[src/rtl/eth_cdc_tx_packer.sv]
// Write-side packer for the eth CDC mailbox: splits NB*DW-bit words into DW-bit beats
// (LSB beat first) and closes each frame with a trailer beat holding its word count.
module eth_cdc_tx_packer #(
    parameter int DW = 8,
    parameter int NB = 4,
    parameter int FW = 16
) (
    input  logic                 aclri,
    input  logic                 wclki,
    input  logic                 s_valid,
    output logic                 s_ready,
    input  logic [NB*DW-1:0]     s_data,
    input  logic                 s_last,
    output logic                 wei,
    output logic [DW-1:0]        wdatai,
    input  logic                 fullo,
    output logic                 busy,
    output logic [FW-1:0]        tx_frames
);

    localparam int BW = (NB > 2) ? $clog2(NB) : 1;
    localparam logic [BW-1:0] BEAT_LAST = BW'(NB - 1);

    typedef enum logic [1:0] {
        IDLE  = 2'd0,
        SEND  = 2'd1,
        TRAIL = 2'd2
    } state_t;

    state_t             state_q;
    logic [NB*DW-1:0]   sr_q;
    logic               last_q;
    logic [BW-1:0]      bcnt_q;
    logic [DW-1:0]      wcnt_q;
    logic [FW-1:0]      frames_q;
    logic               wei_q;
    logic [DW-1:0]      wdata_q;
    logic               ready_q;
    logic               busy_q;

    logic [NB*DW-1:0]   sr_shift_d;

    assign sr_shift_d = sr_q >> DW;

    // Outputs come straight from flops, so fullo never reaches wei/wdatai combinationally.
    assign s_ready   = ready_q;
    assign wei       = wei_q;
    assign wdatai    = wdata_q;
    assign busy      = busy_q;
    assign tx_frames = frames_q;

    always_ff @(posedge wclki or posedge aclri) begin
        if (aclri) begin
            state_q  <= IDLE;
            sr_q     <= '0;
            last_q   <= 1'b0;
            bcnt_q   <= '0;
            wcnt_q   <= '0;
            frames_q <= '0;
            wei_q    <= 1'b0;
            wdata_q  <= '0;
            ready_q  <= 1'b1;
            busy_q   <= 1'b0;
        end else begin
            case (state_q)
                IDLE: begin
                    if (s_valid) begin
                        sr_q    <= s_data;
                        last_q  <= s_last;
                        bcnt_q  <= '0;
                        wcnt_q  <= wcnt_q + DW'(1);
                        state_q <= SEND;
                        ready_q <= 1'b0;
                        wei_q   <= 1'b1;
                        wdata_q <= s_data[DW-1:0];
                        busy_q  <= 1'b1;
                    end
                end
                SEND: begin
                    // While fullo is high everything holds; the mailbox masks the write.
                    if (!fullo) begin
                        sr_q   <= sr_shift_d;
                        bcnt_q <= bcnt_q + BW'(1);
                        if (bcnt_q == BEAT_LAST) begin
                            if (last_q) begin
                                state_q <= TRAIL;
                                wdata_q <= wcnt_q;
                            end else begin
                                state_q <= IDLE;
                                wei_q   <= 1'b0;
                                wdata_q <= '0;
                                ready_q <= 1'b1;
                                busy_q  <= 1'b0;
                            end
                        end else begin
                            wdata_q <= sr_shift_d[DW-1:0];
                        end
                    end
                end
                TRAIL: begin
                    if (!fullo) begin
                        wcnt_q   <= '0;
                        frames_q <= frames_q + FW'(1);
                        state_q  <= IDLE;
                        wei_q    <= 1'b0;
                        wdata_q  <= '0;
                        ready_q  <= 1'b1;
                        busy_q   <= 1'b0;
                    end
                end
                default: begin
                    state_q <= IDLE;
                    wei_q   <= 1'b0;
                    wdata_q <= '0;
                    ready_q <= 1'b1;
                    busy_q  <= 1'b0;
                end
            endcase
        end
    end

endmodule

[config.mk]
export PLATFORM = sky130hd
export DESIGN_NAME = eth_cdc_tx_packer
export DESIGN_NICKNAME = d
export VERILOG_FILES = /design/src/rtl/eth_cdc_tx_packer.sv
export SDC_FILE = /design/constraint.sdc
export NUM_CORES = 1
export LEC_CHECK = 0
export BUFFER_PORTS_ARGS = -buffer_cell sky130_fd_sc_hd__buf_2
export CORE_MARGIN = 2
export CORE_UTILIZATION = 29
export DETAILED_ROUTE_END_ITERATION = 7
export SYNTH_ARGS = -nofsm -noshare
export SYNTH_HDL_FRONTEND = slang
export SYNTH_SLANG_ARGS = --single-unit
[constraint.sdc]
create_clock -name wclki -period 2.1 [get_ports wclki]
set_clock_uncertainty 0.15 [all_clocks]
set_input_delay 0.105 -clock wclki [delete_from_list [all_inputs] [get_ports wclki]]
set_output_delay 0.105 -clock wclki [all_outputs]
set_load 0.005 [all_outputs]
==> reports/qor.txt, run 1 <==
outcome: completed
type of the most critical hold path: input pin to flop
hold_sp: fullo
R2R setup slack: 0.27 ns
die height: 106 um
H-tree depth: 3
Bufs on Longest Clock Path: 2
sequential share of the synthesized area: 52.4%
initial DRC count: 183
GPL Wtd Cong: 0.801
#FFs+latches synth: 63
maximum vdd drop: 0.472 mV
final setup fails: 0
reg2reg start: state_q[0]$_DFFE_PP0P_
WP buf/inv: 0
RSZ-0062 raised after global routing: no
critical path endpoint category: flop
worst setup margin: 0.268 ns
mapped cell area: 3010 sq um
Layout area overhead: 34.6%
fraction of the mapped netlist area in compound gates: 13.9%
critical path launch point type: flop
die area: 11200 sq um
DR vias: 2445
CP Max Fanout: 10
overall die width: 106 um
cell row count: 37
initial antenna violation count: 0
routed vias/inst: 4.59
WL/cell: 12.8 um
Mapped Avg Cell Area: 10.4 sq um
Core ar.: 10200 sq um
Worst path slowest cell: or4_4
share of cells above drive strength 1: 24.9%
GRT Util Overall: 13.4%
Worst Setup SP: state_q[0]$_DFFE_PP0P_
Post-Route WL: 6.82 mm
Final Hold Viols: 0
Max-Cap Viols: 0
Slew Viols, Final: 0
Tmin final: 1.83 ns
Placed Area: 3500 sq um
CTS buffer count: 9
LEAKAGE: 0.00193 uW
CTS Sinks: 63
Detail Route Antenna Nets: 0
hpwl dp: 4.74 mm
syn_nets: 330
Critical Path Max Stage Delay: 0.53 ns
Setup Slack @ Placement: 0.281 ns
worst reg2reg path endpoint: tx_frames[10]$_DFFE_PP0P_
number of synthesis warnings: 0
I/O pin cnt: 64
setup TNS: 0 ns
n_diodes: 0
drt pass-1 iters: 4
WP data required: 2.21 ns
Top delay family on crit path: simple AND/OR/NAND/NOR gates
grt ovf: 0
Top FF cell, synth: dfrtp_1
Synth Area in Adders: 1.25%
xor/xnor cell area share of the yosys netlist: 6.11%
Synth cell types: 41
Critical Path, Cell by Cell: nand4bb_4 -> or4_4 -> nor2_1 -> xor2_1
simple-gate share of the synthesized area: 16.3%
FMAX: 0.546 GHz
relative slew slack: 71.8%
async set-reset flop share out of synthesis: 100%
initial core utilization: 29.5%
Buffers on Ports: 63
final period utilization: 87.2%
Post-synth EDFFs: 0
first-pass GRT wire length: 12.1 mm
commonest cells after routing, fill and taps aside: buf_2, dfrtp_1, nand2_1
CP Data Arrival Time: 1.94 ns
power density over the cells: 1110 nW/um^2
# DRC: 0
Post-Synthesis Cells: 290
Worst-Margin Slew: 0.423 ns
largest family of logic cells by synthesized area: simple AND/OR/NAND/NOR gates
WHS Endpoint: state_q[1]$_DFFE_PP0P_
R2R depth: 4
Clock Latency Late Sink: 0.34 ns
root buffer cell: clkbuf_8
clock transition at the registers of the reported paths: 0.07 ns
hold path depth: 3
CTS tree: yes
Crit Path Category: flop to flop
Non-Filler Cell Area, Final: 4050 sq um
commonest non-fill, non-tap cell in the layout: buf_2
vias in the first global route: 2534
Nets: 432
mux share of post-synthesis cell area: 6.40%
largest net degree at the start of global routing: 64
post-CTS resize count: 0
-- synth_stat cells (all sizes together) (5+ instances only) --
| cell type | count | area [sq um] |
|---|---|---|
| mux2i | 17 | 170 |
| buf | 12 | 61.3 |
| nand4 | 6 | 37.5 |
| xnor2 | 13 | 114 |
| clkbuf | 5 | 18.8 |
| a22o | 10 | 87.6 |
| dfrtp | 62 | 1550 |
| o21ai | 25 | 125 |
| a21oi | 6 | 30.0 |
| nand2 | 45 | 169 |
| a31oi | 5 | 31.3 |
| xor2 | 8 | 70.1 |
| nor2b | 6 | 37.5 |
| nor2 | 22 | 82.6 |
| inv | 8 | 30.0 |
-- worst max path at each step --
stage,cells after the start,to
2_1_floorplan,1,bcnt_q[0]$_DFFE_PP0P_
5_1_grt,4,tx_frames[10]$_DFFE_PP0P_
6_report,4,tx_frames[10]$_DFFE_PP0P_
3_5_place_dp,4,tx_frames[10]$_DFFE_PP0P_
4_1_cts,4,tx_frames[10]$_DFFE_PP0P_
3_3_place_gp,4,tx_frames[12]$_DFFE_PP0P_
-- per-stage QoR --
step           power [uW]  util [%]  hold WS, ns  std cells
2_1_floorplan        2990         -       0.0718        290
3_3_place_gp         3410      34.4       0.0533        482
3_5_place_dp         3460      34.4       0.0504        482
4_1_cts              4570      39.8       0.0142        533
5_1_grt              4900      39.8       0.0555        533
6_report             4520      39.8       0.0266        533
-- state kept, by name, summed over array words and instances (netlist names) --
signal,flops
bcnt_q,2
busy,1
last_q,1
s_ready,1
sr_q,24
state_q,2
tx_frames,16
wcnt_q,8
wdatai,8
-- per-layer routing --
metal	global-route usage (%)	wire length (um)	vias to the layer above
li1	-	-	1219
met1	16.9	3160	1155
met2	22.6	3290	63
met3	3.65	308	8
met4	3.38	64	0
met5	0	0	-
-- repair_timing --
item | 4_1_cts | 5_1_grt
hold buffers | 35 | 0
hold endpoints to repair | 99 | 0
setup buffers | 0 | 0
-- power by group --
group          leakage [uW]  internal (uW)  switching (uW)  total [uW]
Sequential         0.000808           1610             298        1910
Combinational       0.00102            761             800        1560
Clock             0.0000956            549             496        1050
Total               0.00193           2920            1590        4520
-- worst reg2reg max path, delay by kind of cell (launching register included) --
| family | cells | cell delay [ns] |
|---|---|---|
| xor+xnor | 1 | 0.17 |
| flops | 1 | 0.48 |
| simple gates | 3 | 0.95 |
-- cell type report --
class | instances | area [sq um]
Tap cell | 136 | 170
Multi-Input combinational cell | 202 | 1320
Timing Repair Buffer | 108 | 753
Fill cell | 1008 | 6130
Clock inverter | 7 | 72.6
Sequential cell | 63 | 1580
Clock buffer | 9 | 124
Inverter | 8 | 30.0
-- cell families (layout without fill, tap and decap cells) --
kind of cell | Yosys count | after routing
buffers and inverters | 25 | 132
xor gates and xnor gates | 21 | 21
adders and majority gates | 3 | 3
and+or+nand+nor | 96 | 96
DFF | 63 | 63
muxes | 19 | 19
AOI/OAI and AO/OA | 63 | 63
Power figures use the tool's default switching activity.
==> run 2, diff against run 1 <==
clock period = 2.15 ns   (was 2.1 ns; I/O delays follow)
==> reports/qor.txt, run 2 (synthesis results as in run 1) <==
outcome: completed (unchanged)
die height: 106 um (unchanged)
grt ovf: 0 (unchanged)
Post-Route WL: 6.96 mm (was 6.82 mm)
worst setup margin: 0.384 ns (was 0.268 ns)
Worst-Margin Slew: 0.478 ns (was 0.423 ns)
Comb power frac: 33.8% (was 34.6%)
Buffers on Ports: 63 (unchanged)
DR vias: 2420 (was 2445)
maximum vdd drop: 0.484 mV (was 0.472 mV)
final setup fails: 0 (unchanged)
clock transition at the registers of the reported paths: 0.07 ns (about the same)
critical path endpoint category: flop (unchanged)
CP Depth: 5 (was 4)
drt pass-1 iters: 4 (unchanged)
reg2reg start: tx_frames[0]$_DFFE_PP0P_ (was state_q[0]$_DFFE_PP0P_)
type of the most critical hold path: input pin to flop (unchanged)
Setup Slack @ Placement: 0.395 ns (was 0.281 ns)
Detail Route Antenna Nets: 0 (unchanged)
vias in the first global route: 2445 (was 2534)
Final Hold Viols: 0 (unchanged)
R2R depth: 5 (was 4)
H-tree depth: 3 (unchanged)
Slew Viols, Final: 0 (unchanged)
commonest non-fill, non-tap cell in the layout: buf_2 (unchanged)
# DRC: 0 (unchanged)
root buffer cell: clkbuf_8 (unchanged)
total power: 4480 uW (was 4520 uW)
Flop pwr share: 41.6% (was 42.3%)
power density over the cells: 1110 nW/um^2 (about the same)
Critical Path, Cell by Cell: ha_1 -> inv_1 -> or4_4 -> nor2_1 -> xor2_1 (was nand4bb_4 -> or4_4 -> nor2_1 -> xor2_1)
GRT Util Overall: 13.5% (was 13.4%)
R2R setup slack: 0.38 ns (was 0.27 ns)
Biggest register: sr_q (unchanged)
Critical Path Max Stage Delay: 0.55 ns (was 0.53 ns)
Bufs on Longest Clock Path: 2 (unchanged)
hpwl dp: 4.78 mm (was 4.74 mm)
routed vias/inst: 4.55 (was 4.59)
internal power: 2930 uW (was 2920 uW)
CP Data Arrival Time: 1.88 ns (was 1.94 ns)
FMAX: 0.566 GHz (was 0.546 GHz)
# Post-CTS Setup Buffers: 0 (unchanged)
initial core utilization: 29.5% (unchanged)
GPL Wtd Cong: 0.791 (was 0.801)
largest net degree at the start of global routing: 46 (was 64)
CTS buffer count: 9 (unchanged)
n_diodes: 0 (unchanged)
FF+latch area: 1580 sq um (unchanged)
Setup crit end: tx_frames[12]$_DFFE_PP0P_ (was tx_frames[10]$_DFFE_PP0P_)
Top delay family on crit path: simple AND/OR/NAND/NOR gates (unchanged)
cell row count: 37 (unchanged)
Nets: 431 (was 432)
critical path launch point type: flop (unchanged)
Net Switching: 1540 uW (was 1590 uW)
share of cells above drive strength 1: 25.0% (was 24.9%)
hold_sp: s_data[1] (was fullo)
# hold bufs at CTS: 34 (was 35)
Core ar.: 10200 sq um (unchanged)
Worst Setup SP: tx_frames[0]$_DFFE_PP0P_ (was state_q[0]$_DFFE_PP0P_)
final period utilization: 82.1% (was 87.2%)
WP buf/inv: 1 (was 0)
Layout area overhead: 34.6% (about the same)
WP data required: 2.26 ns (was 2.21 ns)
initial DRC count: 139 (was 183)
Clock Latency Late Sink: 0.34 ns (about the same)
post-CTS resize count: 0 (unchanged)
Tmin final: 1.77 ns (was 1.83 ns)
CP Max Fanout: 4 (was 10)
overall die width: 106 um (unchanged)
RSZ-0062 raised after global routing: no (unchanged)
Max-Cap Viols: 0 (unchanged)
Worst path slowest cell: or4_4 (unchanged)
multi-input logic area: 1320 sq um (unchanged)
final-layout fill cell count: 1025 (was 1008)
Clk pwr share: 24.6% (was 23.1%)
CTS tree: yes (unchanged)
relative slew slack: 68.1% (was 71.8%)
first-pass GRT wire length: 12.0 mm (was 12.1 mm)
I/O pin cnt: 64 (unchanged)
commonest cells after routing, fill and taps aside: buf_2, dfrtp_1, nand2_1 (unchanged)
LEAKAGE: 0.00193 uW (about the same)
worst reg2reg path endpoint: tx_frames[12]$_DFFE_PP0P_ (was tx_frames[10]$_DFFE_PP0P_)
initial antenna violation count: 0 (unchanged)
Largest register FFs: 24 (unchanged)
die area: 11200 sq um (unchanged)
setup TNS: 0 ns (unchanged)
WL/cell: 13.1 um (was 12.8 um)
CTS Sinks: 63 (unchanged)
Net Sw Frac: 34.5% (was 35.3%)
Finished Core Util: 39.8% (about the same)
Crit Path Category: flop to flop (unchanged)
run 2: worst min-delay path by stage:
stage	slack, ns	cells after the start	end
floorplan	0.07	2	last_q$_DFFE_PP0P_
global placement	0.01	2	busy$_DFFE_PP0P_
detailed placement	0.02	2	tx_frames[2]$_DFFE_PP0P_
CTS	0.01	3	wdatai[1]$_DFFE_PP0P_
global route	0.03	3	wdatai[1]$_DFFE_PP0P_
finish	0.03	3	wdatai[1]$_DFFE_PP0P_
run 2: area by class of cell:
type                       count  share of cell area (%)
clock buffer                  12                    4.08
clock inverter                 4                    1.30
inverter                       8                   0.741
multi-input combinational    202                    32.7
sequential                    63                    39.0
tap                          136                    4.20
timing repair buffer         107                    18.0
run 2: routing by layer:
metal	vias to the layer above	global-route usage (%)	share of wire (%)
li1	1213	-	-
met4	0	3.10	0.27
met5	-	0	0
met2	70	21.8	48
met1	1135	17.3	46
met3	2	5.07	5.7
run 2: tightest hold or removal path, stage by stage:
cell and delay [ns]:
buf_2 0.08, a2bb2oi_1 0.06, a31oi_1 0.20
run 2: per-stage QoR:
step	std cells	hold WS (ns)	instance area, sq um
after CTS	532	0.0111	4050
after global placement	482	0.0106	3490
final	532	0.0271	4050
after global routing	532	0.0334	4050
after floorplan	290	0.0743	3010
after detailed placement	482	0.0188	3490
run 2: power by group through the flow:
stage	clock (uW)	sequential, uW	combinational, uW
final	1100	1860	1510
after global routing	1190	1930	1720
after CTS	1140	1860	1530
after detailed placement	0	1880	1480
after global placement	0	1870	1450
after floorplan	0	1810	1100
==> run 3, diff against run 2 <==
clock period = 1.8 ns   (was 2.15 ns; I/O delays follow)
==> reports/qor.txt, run 3 (synthesis results as in run 1) <==
outcome: completed (unchanged)
GRT Util Overall: 13.5% (about the same)
Crit Path Category: flop to flop (unchanged)
commonest non-fill, non-tap cell in the layout: buf_2 (unchanged)
Tmin final: 1.73 ns (was 1.77 ns)
# Post-CTS Setup Buffers: 0 (unchanged)
Placed Cells: 492 (was 482)
first-pass GRT wire length: 12.0 mm (about the same)
CP Max Fanout: 4 (unchanged)
Comb power frac: 35.1% (was 33.8%)
cell row count: 37 (unchanged)
total power: 5610 uW (was 4480 uW)
Setup crit end: tx_frames[12]$_DFFE_PP0P_ (unchanged)
Post-Route WL: 7.00 mm (was 6.96 mm)
Detail Route Antenna Nets: 0 (unchanged)
die height: 106 um (unchanged)
WL/cell: 12.9 um (was 13.1 um)
CTS Sinks: 63 (unchanged)
share of cells above drive strength 1: 27.3% (was 25.0%)
commonest cells after routing, fill and taps aside: buf_2, dfrtp_1, nand2_1 (unchanged)
clock transition at the registers of the reported paths: 0.08 ns (was 0.07 ns)
die area: 11200 sq um (unchanged)
DR vias: 2488 (was 2420)
CP Data Arrival Time: 1.84 ns (was 1.88 ns)
Core ar.: 10200 sq um (unchanged)
type of the most critical hold path: input pin to flop (unchanged)
hpwl dp: 4.92 mm (was 4.78 mm)
Nets: 442 (was 431)
overall die width: 106 um (unchanged)
LEAKAGE: 0.00200 uW (was 0.00193 uW)
initial core utilization: 29.5% (unchanged)
Net Sw Frac: 34.6% (was 34.5%)
final setup fails: 0 (unchanged)
root buffer cell: clkbuf_8 (unchanged)
maximum vdd drop: 0.583 mV (was 0.484 mV)
critical path endpoint category: flop (unchanged)
grt ovf: 0 (unchanged)
worst reg2reg path endpoint: tx_frames[12]$_DFFE_PP0P_ (unchanged)
Layout Cells excl Fill: 543 (was 532)
final-layout fill cell count: 1029 (was 1025)
Critical Path Max Stage Delay: 0.53 ns (was 0.55 ns)
Slew Viols, Final: 0 (unchanged)
WP buf/inv: 0 (was 1)
initial DRC count: 123 (was 139)
Buffers on Ports: 63 (unchanged)
critical path launch point type: flop (unchanged)
setup TNS: 0 ns (unchanged)
power density over the cells: 1340 nW/um^2 (was 1110 nW/um^2)
WP data required: 1.91 ns (was 2.26 ns)
Clk pwr share: 25.3% (was 24.6%)
n_diodes: 0 (unchanged)
Largest register FFs: 24 (unchanged)
Max-Cap Viols: 0 (unchanged)
reg2reg start: state_q[0]$_DFFE_PP0P_ (was tx_frames[0]$_DFFE_PP0P_)
H-tree depth: 3 (unchanged)
RSZ-0062 raised after global routing: no (unchanged)
CTS tree: yes (unchanged)
largest net degree at the start of global routing: 49 (was 46)
Bufs on Longest Clock Path: 2 (unchanged)
internal power: 3670 uW (was 2930 uW)
Critical Path, Cell by Cell: nand4bb_4 -> or4_4 -> nor2_1 -> xor2_1 (was ha_1 -> inv_1 -> or4_4 -> nor2_1 -> xor2_1)
# DRC: 0 (unchanged)
Layout area overhead: 39.4% (was 34.6%)
Final Hold Viols: 0 (unchanged)
I/O pin cnt: 64 (unchanged)
Worst-Margin Slew: 0.423 ns (was 0.478 ns)
Clock Latency Late Sink: 0.35 ns (was 0.34 ns)
FMAX: 0.580 GHz (was 0.566 GHz)
final period utilization: 95.8% (was 82.1%)
R2R depth: 4 (was 5)
Net Switching: 1940 uW (was 1540 uW)
CP Depth: 4 (was 5)
routed vias/inst: 4.58 (was 4.55)
Flop pwr share: 39.7% (was 41.6%)
vias in the first global route: 2455 (was 2445)
drt pass-1 iters: 4 (unchanged)
initial antenna violation count: 0 (unchanged)
Biggest register: sr_q (unchanged)
Top delay family on crit path: simple AND/OR/NAND/NOR gates (unchanged)
GPL Wtd Cong: 0.811 (was 0.791)
R2R setup slack: 0.07 ns (was 0.38 ns)
Worst Setup SP: state_q[0]$_DFFE_PP0P_ (was tx_frames[0]$_DFFE_PP0P_)
Worst path slowest cell: or4_4 (unchanged)
CTS buffer count: 9 (unchanged)
relative slew slack: 71.6% (was 68.1%)
run 3: cell count changes in the layout (fill, tap and decap cells not counted), moves of 3 or more:
cell / delta
buf_4: +7
inv_6: +4
buf_12: +3
clkbuf_8: -3
run 3: power by group through the flow:
stage / registers [uW] / logic, uW / clock network, uW
final: 2220 / 1970 / 1420
after global placement: 2230 / 1880 / 0
after global routing: 2300 / 2220 / 1530
after floorplan: 2170 / 1320 / 0
after detailed placement: 2250 / 1920 / 0
after CTS: 2230 / 1980 / 1460
run 3: how the worst min path moves through the flow:
| stage | start | to | cells past startpoint |
|---|---|---|---|
| 5_1_grt | fullo | tx_frames[0]$_DFFE_PP0P_ | 4 |
| 3_5_place_dp | aclri | busy$_DFFE_PP0P_ | 2 |
| 6_report | fullo | tx_frames[8]$_DFFE_PP0P_ | 4 |
| 3_3_place_gp | aclri | busy$_DFFE_PP0P_ | 2 |
| 2_1_floorplan | aclri | bcnt_q[0]$_DFFE_PP0P_ | 1 |
| 4_1_cts | fullo | tx_frames[8]$_DFFE_PP0P_ | 4 |
run 3: cell type report:
class,count,area (sq um),area share [%]
flip-flops and latches,63,1580,37.6
multi-input cells,202,1330,31.7
repair buffers,118,853,20.3
well taps,136,170,4.06
clock buffers,9,124,2.95
clock inverters,7,103,2.45
inverters,8,33.8,0.805
run 3: per-layer routing:
metal | up-vias | part of all wire (%) | routed length, um | GRT usage (%)
li1 | 1240 | - | - | -
met3 | 6 | 5.0 | 347 | 4.58
met1 | 1173 | 46 | 3190 | 18.0
met5 | - | 0 | 0 | 0
met4 | 0 | 1.0 | 73 | 3.38
met2 | 69 | 48 | 3390 | 21.2
run 3: through the flow:
| stage | worst slack, ns | utilization (%) | area (sq um) | hold slack (ns) |
|---|---|---|---|---|
| final | 0.0748 | 41.2 | 4190 | 0.0753 |
| after global routing | 0.0180 | 41.2 | 4190 | 0.0852 |
| after CTS | 0.0514 | 41.1 | 4190 | 0.0632 |
| after detailed placement | 0.0747 | 35.4 | 3610 | -0.0458 |
| after global placement | 0.123 | 35.4 | 3610 | -0.0484 |
| after floorplan | 0.136 | - | 3010 | 0.0568 |
run 3: worst reg2reg max path: stages (launching register included):
cell	delay (ns)
dfrtp_1	0.41
nand4bb_4	0.23
or4_4	0.53
nor2_1	0.16
xor2_1	0.17
run 3: timing repair:
action | CTS | global route
gates resized for setup | 0 | 4
hold buffers | 35 | 0
hold endpoints to repair | 99 | 0
endpoints found under the setup margin | 0 | 5
